===== src/rtl/leftshift_multicycle_if.sv =====
// Start/ready handshake bundle between the ALU control and the multicycle
// left shifter: operands and start in, registered result, ready and busy out.
interface leftshift_multicycle_if;
   logic        ctrl_start;
   logic [31:0] data_operandA;
   logic [4:0]  ctrl_shiftamt;
   logic [31:0] data_result;
   logic        data_resultRDY;
   logic        busy;

   modport master (
      output ctrl_start,
      output data_operandA,
      output ctrl_shiftamt,
      input  data_result,
      input  data_resultRDY,
      input  busy
   );

   modport slave (
      input  ctrl_start,
      input  data_operandA,
      input  ctrl_shiftamt,
      output data_result,
      output data_resultRDY,
      output busy
   );
endinterface


===== src/rtl/leftshift_multicycle.sv =====
// Multicycle logical left shifter (sll). The captured operand is shifted by
// 16, 8, 4, 2 and 1 bits over five cycles, each step enabled by the matching
// bit of the captured shift amount. Vacated low bits fill with zeros.
module leftshift_multicycle (
   input  logic                  clock,
   input  logic                  reset,
   leftshift_multicycle_if.slave bus
);

   typedef enum logic [1:0] {
      IDLE  = 2'd0,
      SHIFT = 2'd1,
      DONE  = 2'd2
   } state_t;

   state_t      state_q;
   state_t      state_next;
   logic        load;
   logic [2:0]  stage_q;
   logic [31:0] w_q;
   logic [4:0]  s_q;
   logic [31:0] w_shift;
   logic [31:0] result_q;
   logic        rdy_q;
   logic        busy_q;

   // Next state and operand-capture decision; start is only honoured in IDLE/DONE.
   always_comb begin
      state_next = IDLE;
      load       = 1'b0;
      case (state_q)
         IDLE: begin
            if (bus.ctrl_start) begin
               load       = 1'b1;
               state_next = SHIFT;
            end
         end
         SHIFT: begin
            state_next = (stage_q == 3'd0) ? DONE : SHIFT;
         end
         DONE: begin
            if (bus.ctrl_start) begin
               load       = 1'b1;
               state_next = SHIFT;
            end
         end
         default: state_next = IDLE;
      endcase
   end

   // One shift step: stage k shifts by 2^k when S[k] is set, else passes W through.
   always_comb begin
      w_shift = w_q;
      case (stage_q)
         3'd4: if (s_q[4]) w_shift = {w_q[15:0], 16'h0000};
         3'd3: if (s_q[3]) w_shift = {w_q[23:0], 8'h00};
         3'd2: if (s_q[2]) w_shift = {w_q[27:0], 4'h0};
         3'd1: if (s_q[1]) w_shift = {w_q[29:0], 2'b00};
         3'd0: if (s_q[0]) w_shift = {w_q[30:0], 1'b0};
         default: w_shift = w_q;
      endcase
   end

   // State, working registers and registered outputs; reset aborts any shift.
   always_ff @(posedge clock or posedge reset) begin
      if (reset) begin
         state_q  <= IDLE;
         stage_q  <= 3'd0;
         w_q      <= 32'h0000_0000;
         s_q      <= 5'd0;
         result_q <= 32'h0000_0000;
         rdy_q    <= 1'b0;
         busy_q   <= 1'b0;
      end else begin
         state_q <= state_next;
         busy_q  <= (state_next == SHIFT);
         rdy_q   <= (state_next == DONE);
         if (load) begin
            w_q     <= bus.data_operandA;
            s_q     <= bus.ctrl_shiftamt;
            stage_q <= 3'd4;
         end else if (state_q == SHIFT) begin
            w_q <= w_shift;
            if (stage_q == 3'd0) begin
               result_q <= w_shift;
            end else begin
               stage_q <= stage_q - 3'd1;
            end
         end
      end
   end

   assign bus.data_result    = result_q;
   assign bus.data_resultRDY = rdy_q;
   assign bus.busy           = busy_q;

endmodule


===== src/flat_wrapper.sv =====
// flat-port wrapper written by rule: the top's interface ports become plain ports
module leftshift_multicycle_flat 
  (clock, reset, bus_ctrl_start, bus_data_operandA, bus_ctrl_shiftamt, bus_data_result, bus_data_resultRDY, bus_busy);
  leftshift_multicycle_if bus_i ();
  input  logic clock;
  input  logic reset;
  input wire logic [$bits(bus_i.ctrl_start)-1:0] bus_ctrl_start;
  input wire logic [$bits(bus_i.data_operandA)-1:0] bus_data_operandA;
  input wire logic [$bits(bus_i.ctrl_shiftamt)-1:0] bus_ctrl_shiftamt;
  output wire logic [$bits(bus_i.data_result)-1:0] bus_data_result;
  output wire logic [$bits(bus_i.data_resultRDY)-1:0] bus_data_resultRDY;
  output wire logic [$bits(bus_i.busy)-1:0] bus_busy;
  assign bus_i.ctrl_start = bus_ctrl_start;
  assign bus_i.data_operandA = bus_data_operandA;
  assign bus_i.ctrl_shiftamt = bus_ctrl_shiftamt;
  assign bus_data_result = bus_i.data_result;
  assign bus_data_resultRDY = bus_i.data_resultRDY;
  assign bus_busy = bus_i.busy;
  leftshift_multicycle u_core (.clock(clock), .reset(reset), .bus(bus_i));
endmodule

===== config.mk =====
export PLATFORM = sky130hd
export DESIGN_NAME = leftshift_multicycle_flat
export DESIGN_NICKNAME = d
export VERILOG_FILES = /design/src/rtl/leftshift_multicycle_if.sv /design/src/rtl/leftshift_multicycle.sv /design/src/flat_wrapper.sv
export SDC_FILE = /design/constraint.sdc
export NUM_CORES = 1
export LEC_CHECK = 0
export CELL_PAD_IN_SITES_DETAIL_PLACEMENT = 0
export CELL_PAD_IN_SITES_GLOBAL_PLACEMENT = 1
export CORE_ASPECT_RATIO = 0.7
export CORE_MARGIN = 3
export CORE_UTILIZATION = 40
export CTS_CLUSTER_DIAMETER = 30
export DETAILED_ROUTE_END_ITERATION = 12
export PLACE_DENSITY_LB_ADDON = 0.1
export SYNTH_ARGS = -nofsm -noshare
export SYNTH_HDL_FRONTEND = slang
export SYNTH_SLANG_ARGS = --single-unit

===== constraint.sdc =====
create_clock -name clock -period 3.1 [get_ports clock]
set_input_delay 0.62 -clock clock [delete_from_list [all_inputs] [get_ports clock]]
set_output_delay 0.62 -clock clock [all_outputs]
set_load 0.005 [all_outputs]

==> impl_metrics.sql, run 1 <==
INSERT INTO impl_metrics (metric_group, metric, value, unit) VALUES
('status', 'outcome', 'complete, no violations', ''),
('clocking', 'post_cts_buffers', '0', ''),
('sta', 'finalCritPeriodShare', '0.810', ''),
('min_path', 'hold_path_class', 'register to register', ''),
('synthesis', 'synth_xor_xnor_area_share', '0.00197', ''),
('synthesis', 'netlist.area_leader.share', '0.428', ''),
('synthesis', 'most_used_flip_flop_cell_after_synthesis', 'dfrtp_1', ''),
('place', 'dp.cells', '703', ''),
('synthesis', 'synth_cell_type_count', '47', ''),
('place', 'setup_slack_after_placement', '639', 'ps'),
('clocking', 'tritoncts', 'yes', ''),
('setup_path', 'crit_path_max_fanout', '23', ''),
('final_layout', 'antennaDiodeCount', '0', ''),
('sta', 'finalSetupTns', '0', 'ps'),
('synthesis', 'synth.avg_cell_area', '8.58', 'µm²'),
('sta', 'drv_slew', '0', ''),
('synthesis', 'ys_top_cells_by_area', 'dfrtp_1 (43%), nand2_1 (8.4%), a221o_1 (5.4%), nor2_1 (3.9%), o21ai_0 (3.2%)', ''),
('synthesis', 'synth_compound_gate_area_share', '0.288', ''),
('global_route', 'overflow', '0', ''),
('routing', 'detailedRoute.firstIterationViolations', '611', ''),
('clocking', 'clk_transition_reported_paths', '60', 'ps'),
('setup_path', 'timing.critical_path.required', '3350', 'ps'),
('clocking', 'cts_resized', '0', ''),
('setup_path', 'crit_type', 'register to register', ''),
('floorplanning', 'coreArea', '10600', 'µm²'),
('synthesis', 'synth-seq-area-share', '0.428', ''),
('routing', 'routed_wire_length_per_instance', '19.4', 'µm'),
('synthesis', 'syn_inst', '518', ''),
('synthesis', 'synth_fa_ha_area_frac', '0.0141', ''),
('routing', 'antenna_left', '0', ''),
('sta', 'final-hold-violation-count', '0', ''),
('clocking', 'clock_tree.buffer_depth', '2', ''),
('clocking', 'cts-hold-fix-buffers', '0', ''),
('place', 'buffer_ports.inserted', '73', ''),
('synthesis', 'post-synth-top-area-cell', 'dfrtp_1', ''),
('synthesis', 'synth_async_sr_flop_share', '1.00', ''),
('clocking', 'cts_root_buf', 'clkbuf_16', ''),
('global_route', 'antenna_violations_before_repair', '0', ''),
('final_layout', 'final_layout_size_suffix_gt1_frac', '0.0736', ''),
('routing', 'detail_route.first_pass.iterations', '5', ''),
('final_layout', 'areaGrowthSynthToFinish', '25.7', '%'),
('floorplanning', 'initial_core_util', '0.420', ''),
('synthesis', 'synth_nets', '563', ''),
('sta', 'setup-violations-final', '0', ''),
('floorplanning', 'ios', '74', ''),
('final_layout', 'num-nets-final', '611', ''),
('sta', 'actual_transition_at_the_worst_max_transition_pin', '842', 'ps'),
('sta', 'min_period', '2510', 'ps'),
('global_route', 'vias_in_the_first_global_route', '4191', ''),
('synthesis', 'synth-simple-area-share', '0.197', ''),
('floorplanning', 'floorplan.rows', '31', ''),
('floorplanning', 'fp.dieH', '94.2', 'µm'),
('floorplanning', 'die_area', '12400', 'µm²'),
('clocking', 'cts_htree_levels', '3', ''),
('run', 'cap_violations', '0', ''),
('synthesis', 'synth_area', '4450', 'µm²'),
('setup_path', 'crit_path_start_kind', 'register', ''),
('routing', 'dr_total_vias', '4282', ''),
('routing', 'drc', '0', ''),
('setup_path', 'cp.arrival', '2760', 'ps'),
('place', 'placer_s_final_routability_congestion_estimate', '0.930', ''),
('power', 'power.density_cell_area', '1120', 'nW/µm²'),
('global_route', 'gr-usage-all-layers', '0.234', ''),
('sta', 'postLayoutSetupSlackWorst', '590', 'ps'),
('clocking', 'cts_made_buffers', '9', ''),
('routing', 'drt-vias-per-instance', '5.96', ''),
('synthesis', 'synth-edff-count', '0', ''),
('clocking', 'cts_sinks', '76', ''),
('synthesis', 'synth_top_family_by_area', 'compound AO/OA/AOI/OAI gates', ''),
('setup_path', 'kind_of_end_point_of_the_critical_path', 'register', ''),
('synthesis', 'synth-warning-count', '0', '');
==> layout make-up <==
cell class	count	area, µm²
fillers	1009	5000
multi-input cells	382	2280
flip-flops and latches	76	1900
repair buffers	86	853
clock buffers	11	243
well taps	148	185
clock inverters	5	82.6
inverters	11	41.3
==> power breakdown <==
| part | total [W] | switching [W] | internal (W) |
|---|---|---|---|
| clock network | 0.00116 | 0.000427 | 0.000732 |
| logic | 0.00295 | 0.00161 | 0.00135 |
| registers | 0.00216 | 0.000686 | 0.00147 |
==> layer usage <==
| metal | vias up | track usage | share of wire |
|---|---|---|---|
| li1 | 2006 | - | - |
| met1 | 2089 | 0.340 | 0.48 |
| met2 | 164 | 0.344 | 0.43 |
| met3 | 23 | 0.0616 | 0.079 |
| met4 | 0 | 0.0594 | 0.013 |
| met5 | - | 0 | 0 |
==> layout by cell type (no fill, tap or decap), types with 2 or more instances in the layout <==
cell type        count
buf_4               11
o21ai_1             11
a22o_1               9
and3_1               5
a211oi_1             4
nand3_1             18
nand2b_1             8
bufinv_16            2
inv_1                9
buf_12               2
nor2_1              46
a22oi_1             11
nor3_1               3
ha_1                 5
o211ai_1             9
inv_2                2
clkdlybuf4s50_1     73
a221o_1             24
clkbuf_16            9
dfrtp_1             76
o21ai_0             28
a31oi_1             15
a41oi_1             12
nand2_1            100
a221oi_1             9
a211oi_2             3
and3b_1              3
a21oi_1             24
a222oi_1             5
nor2b_1              5
mux2_2               4
and4_1               4
inv_6                2
==> state kept, by name (all words and copies together), names as in the netlist <==
name,flops
u_core.state_q,2
u_core.w_q,32
u_core.bus.data_result,32
u_core.s_q,5
u_core.bus.busy,1
u_core.stage_q,3
u_core.bus.data_resultRDY,1
==> cells in the mapped netlist, types with 10 or more instances <==
| library cell | n |
|---|---|
| nand2_1 | 100 |
| dfrtp_1 | 76 |
| nor2_1 | 46 |
| o21ai_0 | 28 |
| clkbuf_1 | 27 |
| a21oi_1 | 24 |
| a221o_1 | 24 |
| buf_2 | 18 |
| nand3_1 | 18 |
| a31oi_1 | 15 |
| a41oi_1 | 12 |
| a22oi_1 | 11 |
| o21ai_1 | 11 |
| inv_1 | 10 |
==> logic make-up (layout without fill, tap and decap cells) <==
family,Yosys count,after routing
DFF,76,76
buffers and inverters,60,113
adders and majority gates,5,5
AOI/OAI and AO/OA,173,173
muxes,4,4
xor gates and xnor gates,1,1
and+or+nand+nor,199,199
==> per-stage QoR <==
| stage | total power, W | instance area (µm²) | hold WS (ps) |
|---|---|---|---|
| final | 0.00627 | 5590 | 481 |
| after global routing | 0.00675 | 5590 | 525 |
| after CTS | 0.00626 | 5590 | 485 |
| after detailed placement | 0.00508 | 5260 | 472 |
| after global placement | 0.00503 | 5260 | 458 |
| after floorplan | 0.00392 | 4450 | 461 |
==> final timing paths <==
check | to | from | slack, ps | cells past startpoint
hold reg to reg | u_core.bus.data_result[15] | u_core.bus.data_result[15] | 480 | 2
min in group asynchronous | u_core.bus.data_result[11] | reset | 770 | 2
hold / removal | u_core.bus.data_result[15] | u_core.bus.data_result[15] | 480 | 2
max in group asynchronous | u_core.w_q[19] | reset | 1630 | 3
setup / recovery | u_core.bus.data_result[18] | u_core.stage_q[0] | 590 | 9
setup reg to reg | u_core.bus.data_result[18] | u_core.stage_q[0] | 590 | 9
==> worst max-delay path, cell delays in order, from the launching register on <==
cell and delay (ps):
dfrtp_1 430, inv_1 110, ha_1 230, buf_4 220
nor4_1 480, nor2_1 200, nand2_1 110, buf_4 280
nand2_1 120, a41oi_1 230
No activity file was read; power rests on OpenSTA's default activity.
==> run 2: changes to the inputs <==
- clock period: 3.1 -> 2.6 ns (I/O delays scaled with it)
==> run 2 against run 1 <==
Against the previous run: sequential share of layout area is 0.58 points lower; combinational power rose by 28%; clock-buffer cell count decreased by 1; non-clock buffer count is 9 higher; fmax grew 6.8%; routed wire length up 4.4%; power increased by 23%; clock power rose by 24%; highest routed layer unchanged; clock skew shrank 0.69 ps.
==> impl_metrics.sql, run 2 (synthesis gave the netlist of run 1 again) <==
INSERT INTO impl_metrics (metric_group, metric, value, unit) VALUES
('global_route', 'gr-usage-all-layers', '0.237', ''),
('routing', 'drt-vias-per-instance', '5.95', ''),
('final_layout', 'areaGrowthSynthToFinish', '27.9', '%'),
('final_layout', 'sequential_cell_area', '1900', 'µm²'),
('final_layout', 'multi_input_area', '2280', 'µm²'),
('sta', 'finClkSkew', '5.22', 'ps'),
('min_path', 'min_path_cells', '2', ''),
('global_route', 'overflow', '0', ''),
('power', 'sequentialPowerShare', '0.325', ''),
('clocking', 'clock_tree.buffer_depth', '2', ''),
('sta', 'final-hold-violation-count', '0', ''),
('sta', 'setup-violations-final', '0', ''),
('power', 'internal_power', '0.00441', 'W'),
('sta', 'clock.fmax', '0.425', 'GHz'),
('sta', 'actual_transition_at_the_worst_max_transition_pin', '665', 'ps'),
('sta', 'worst_hold_slack', '472', 'ps'),
('clocking', 'cts_root_buf', 'clkbuf_16', ''),
('floorplanning', 'coreArea', '10600', 'µm²'),
('clocking', 'worst_skew_pair.late_latency', '330', 'ps'),
('clocking', 'post_cts_buffers', '0', ''),
('final_layout', 'antennaDiodeCount', '0', ''),
('power', 'power.density_cell_area', '1360', 'nW/µm²'),
('setup_path', 'rr_startpoint', 'u_core.stage_q[0]', ''),
('final_layout', 'final_common_cell', 'nand2_1', ''),
('power', 'power.clock.fraction', '0.186', ''),
('routing', 'detailedRoute.firstIterationViolations', '537', ''),
('routing', 'routed_wire_length_per_instance', '20.0', 'µm'),
('routing', 'dr_total_vias', '4334', ''),
('final_layout', 'layout.cells.most_common_list', 'nand2_1 (100), dfrtp_1 (76), clkdlybuf4s50_1 (73)', ''),
('setup_path', 'crit_path_max_fanout', '13', ''),
('routing', 'antenna_left', '0', ''),
('floorplanning', 'floorplan.rows', '31', ''),
('min_path', 'timing.hold.worst_endpoint', 'u_core.bus.data_result[0]', ''),
('sta', 'rsz0062_at_grt', 'false', ''),
('setup_path', 'timing.critical_path.required', '2820', 'ps'),
('clocking', 'cts_htree_levels', '3', ''),
('setup_path', 'kind_of_end_point_of_the_critical_path', 'register', ''),
('routing', 'finalWirelength', '14500', 'µm'),
('setup_path', 'crit_path_start_kind', 'register', ''),
('sta', 'drv_slew', '0', ''),
('power', 'portion_of_total_power_attributed_to_combinational_logic', '0.489', ''),
('min_path', 'hold_path_class', 'register to register', ''),
('clocking', 'clk_transition_reported_paths', '60', 'ps'),
('power', 'peakVddDrop', '871', 'µV'),
('status', 'outcome', 'complete, no violations', ''),
('clocking', 'cts_resized', '0', ''),
('final_layout', 'num-nets-final', '620', ''),
('global_route', 'grt_start_max_net_pins', '77', ''),
('floorplanning', 'ios', '74', ''),
('place', 'placer_s_final_routability_congestion_estimate', '0.968', ''),
('global_route', 'antenna_violations_before_repair', '0', ''),
('floorplanning', 'die_area', '12400', 'µm²'),
('setup_path', 'cp.arrival', '2570', 'ps'),
('setup_path', 'r2r_setup_slack', '250', 'ps'),
('clocking', 'cts-hold-fix-buffers', '0', ''),
('floorplanning', 'die_width', '132', 'µm'),
('sta', 'min_period', '2350', 'ps'),
('power', 'p_sw', '0.00330', 'W'),
('place', 'dp_hpwl', '10200', 'µm'),
('clocking', 'cts_sinks', '76', ''),
('global_route', 'vias_in_the_first_global_route', '4154', ''),
('setup_path', 'reg2regPathDepth', '7', ''),
('clocking', 'tritoncts', 'yes', ''),
('sta', 'finalCritPeriodShare', '0.904', ''),
('floorplanning', 'fp.dieH', '94.2', 'µm'),
('final_layout', 'final_layout_size_suffix_gt1_frac', '0.0897', ''),
('final_layout', 'finalCoreUtilization', '0.537', ''),
('routing', 'drc', '0', ''),
('clocking', 'cts_made_buffers', '9', ''),
('global_route', 'grt_pass1_wl', '23200', 'µm'),
('power', 'p_sw_frac', '0.428', ''),
('sta', 'worst_slew_margin_rel', '0.557', ''),
('min_path', 'min-delay-start', 'u_core.bus.data_result[0]', ''),
('setup_path', 'end_of_the_worst_register_to_register_path', 'u_core.w_q[23]', ''),
('run', 'cap_violations', '0', ''),
('floorplanning', 'initial_core_util', '0.420', ''),
('place', 'buffer_ports.inserted', '73', ''),
('setup_path', 'worst_setup_sp', 'u_core.stage_q[0]', ''),
('sta', 'finalSetupTns', '0', 'ps'),
('final_layout', 'fillerInstances', '1002', ''),
('routing', 'detail_route.first_pass.iterations', '7', ''),
('power', 'p_leak', '2.28', 'nW'),
('setup_path', 'crit_type', 'register to register', '');
## run 2: changes by cell type in the layout (fill, tap and decap cells not counted), sizes merged
| cell | change |
|---|---|
| inv | -2 |
| buf | +9 |
| clkinv | +2 |
| bufinv | +1 |
| clkbuf | -1 |
## run 2: layout make-up
cell class                 instances  area share
clock buffer                      10      0.0403
clock inverter                     6      0.0198
inverter                          11     0.00726
multi-input combinational        382       0.401
sequential                        76       0.335
tap                              148      0.0326
timing repair buffer              95       0.164
## run 2: how the worst max path moves through the flow
stage / slack (ps) / to
detailed placement: 180 / u_core.bus.data_result[26]
finish: 250 / u_core.w_q[23]
floorplan: 140 / u_core.bus.busy
global placement: 260 / u_core.bus.data_result[26]
global route: 80 / u_core.bus.data_result[16]
CTS: 180 / u_core.bus.data_result[26]
## run 2: per-layer routing
metal | global-route usage | vias to the layer above | part of all wire | wire (µm)
li1 | - | 2016 | - | -
met1 | 0.354 | 2089 | 0.48 | 6920
met2 | 0.344 | 208 | 0.42 | 6130
met3 | 0.0519 | 21 | 0.087 | 1270
met4 | 0.0629 | 0 | 0.016 | 230
met5 | 0 | - | 0 | 0
## run 2: power groups by stage
stage               clock (W)  sequential [W]  combinational (W)
finish                0.00144         0.00251            0.00377
global route          0.00150         0.00258            0.00415
CTS                   0.00145         0.00248            0.00375
detailed placement          0         0.00249            0.00373
global placement            0         0.00249            0.00370
floorplan                   0         0.00217            0.00250
## run 2: per-stage QoR
step	cell area (µm²)	std cells	power (W)	setup slack (ps)
2_1_floorplan	4450	518	0.00467	142
3_3_place_gp	5340	712	0.00619	264
3_5_place_dp	5340	712	0.00623	180
4_1_cts	5680	728	0.00768	178
5_1_grt	5690	728	0.00823	82.3
6_report	5690	728	0.00771	250
## run 2: worst max-delay path: stages (launching register included)
cell	delay, ps
dfrtp_1	410
inv_1	100
ha_1	300
and3b_1	440
buf_4	270
a221oi_1	340
a21oi_1	110
a221o_1	270
==> run 3: changes to the inputs <==
- TNS_END_PERCENT: default -> 10
==> results of run 3 <==
Final layout, timing and power as in run 2 (identical DEF).
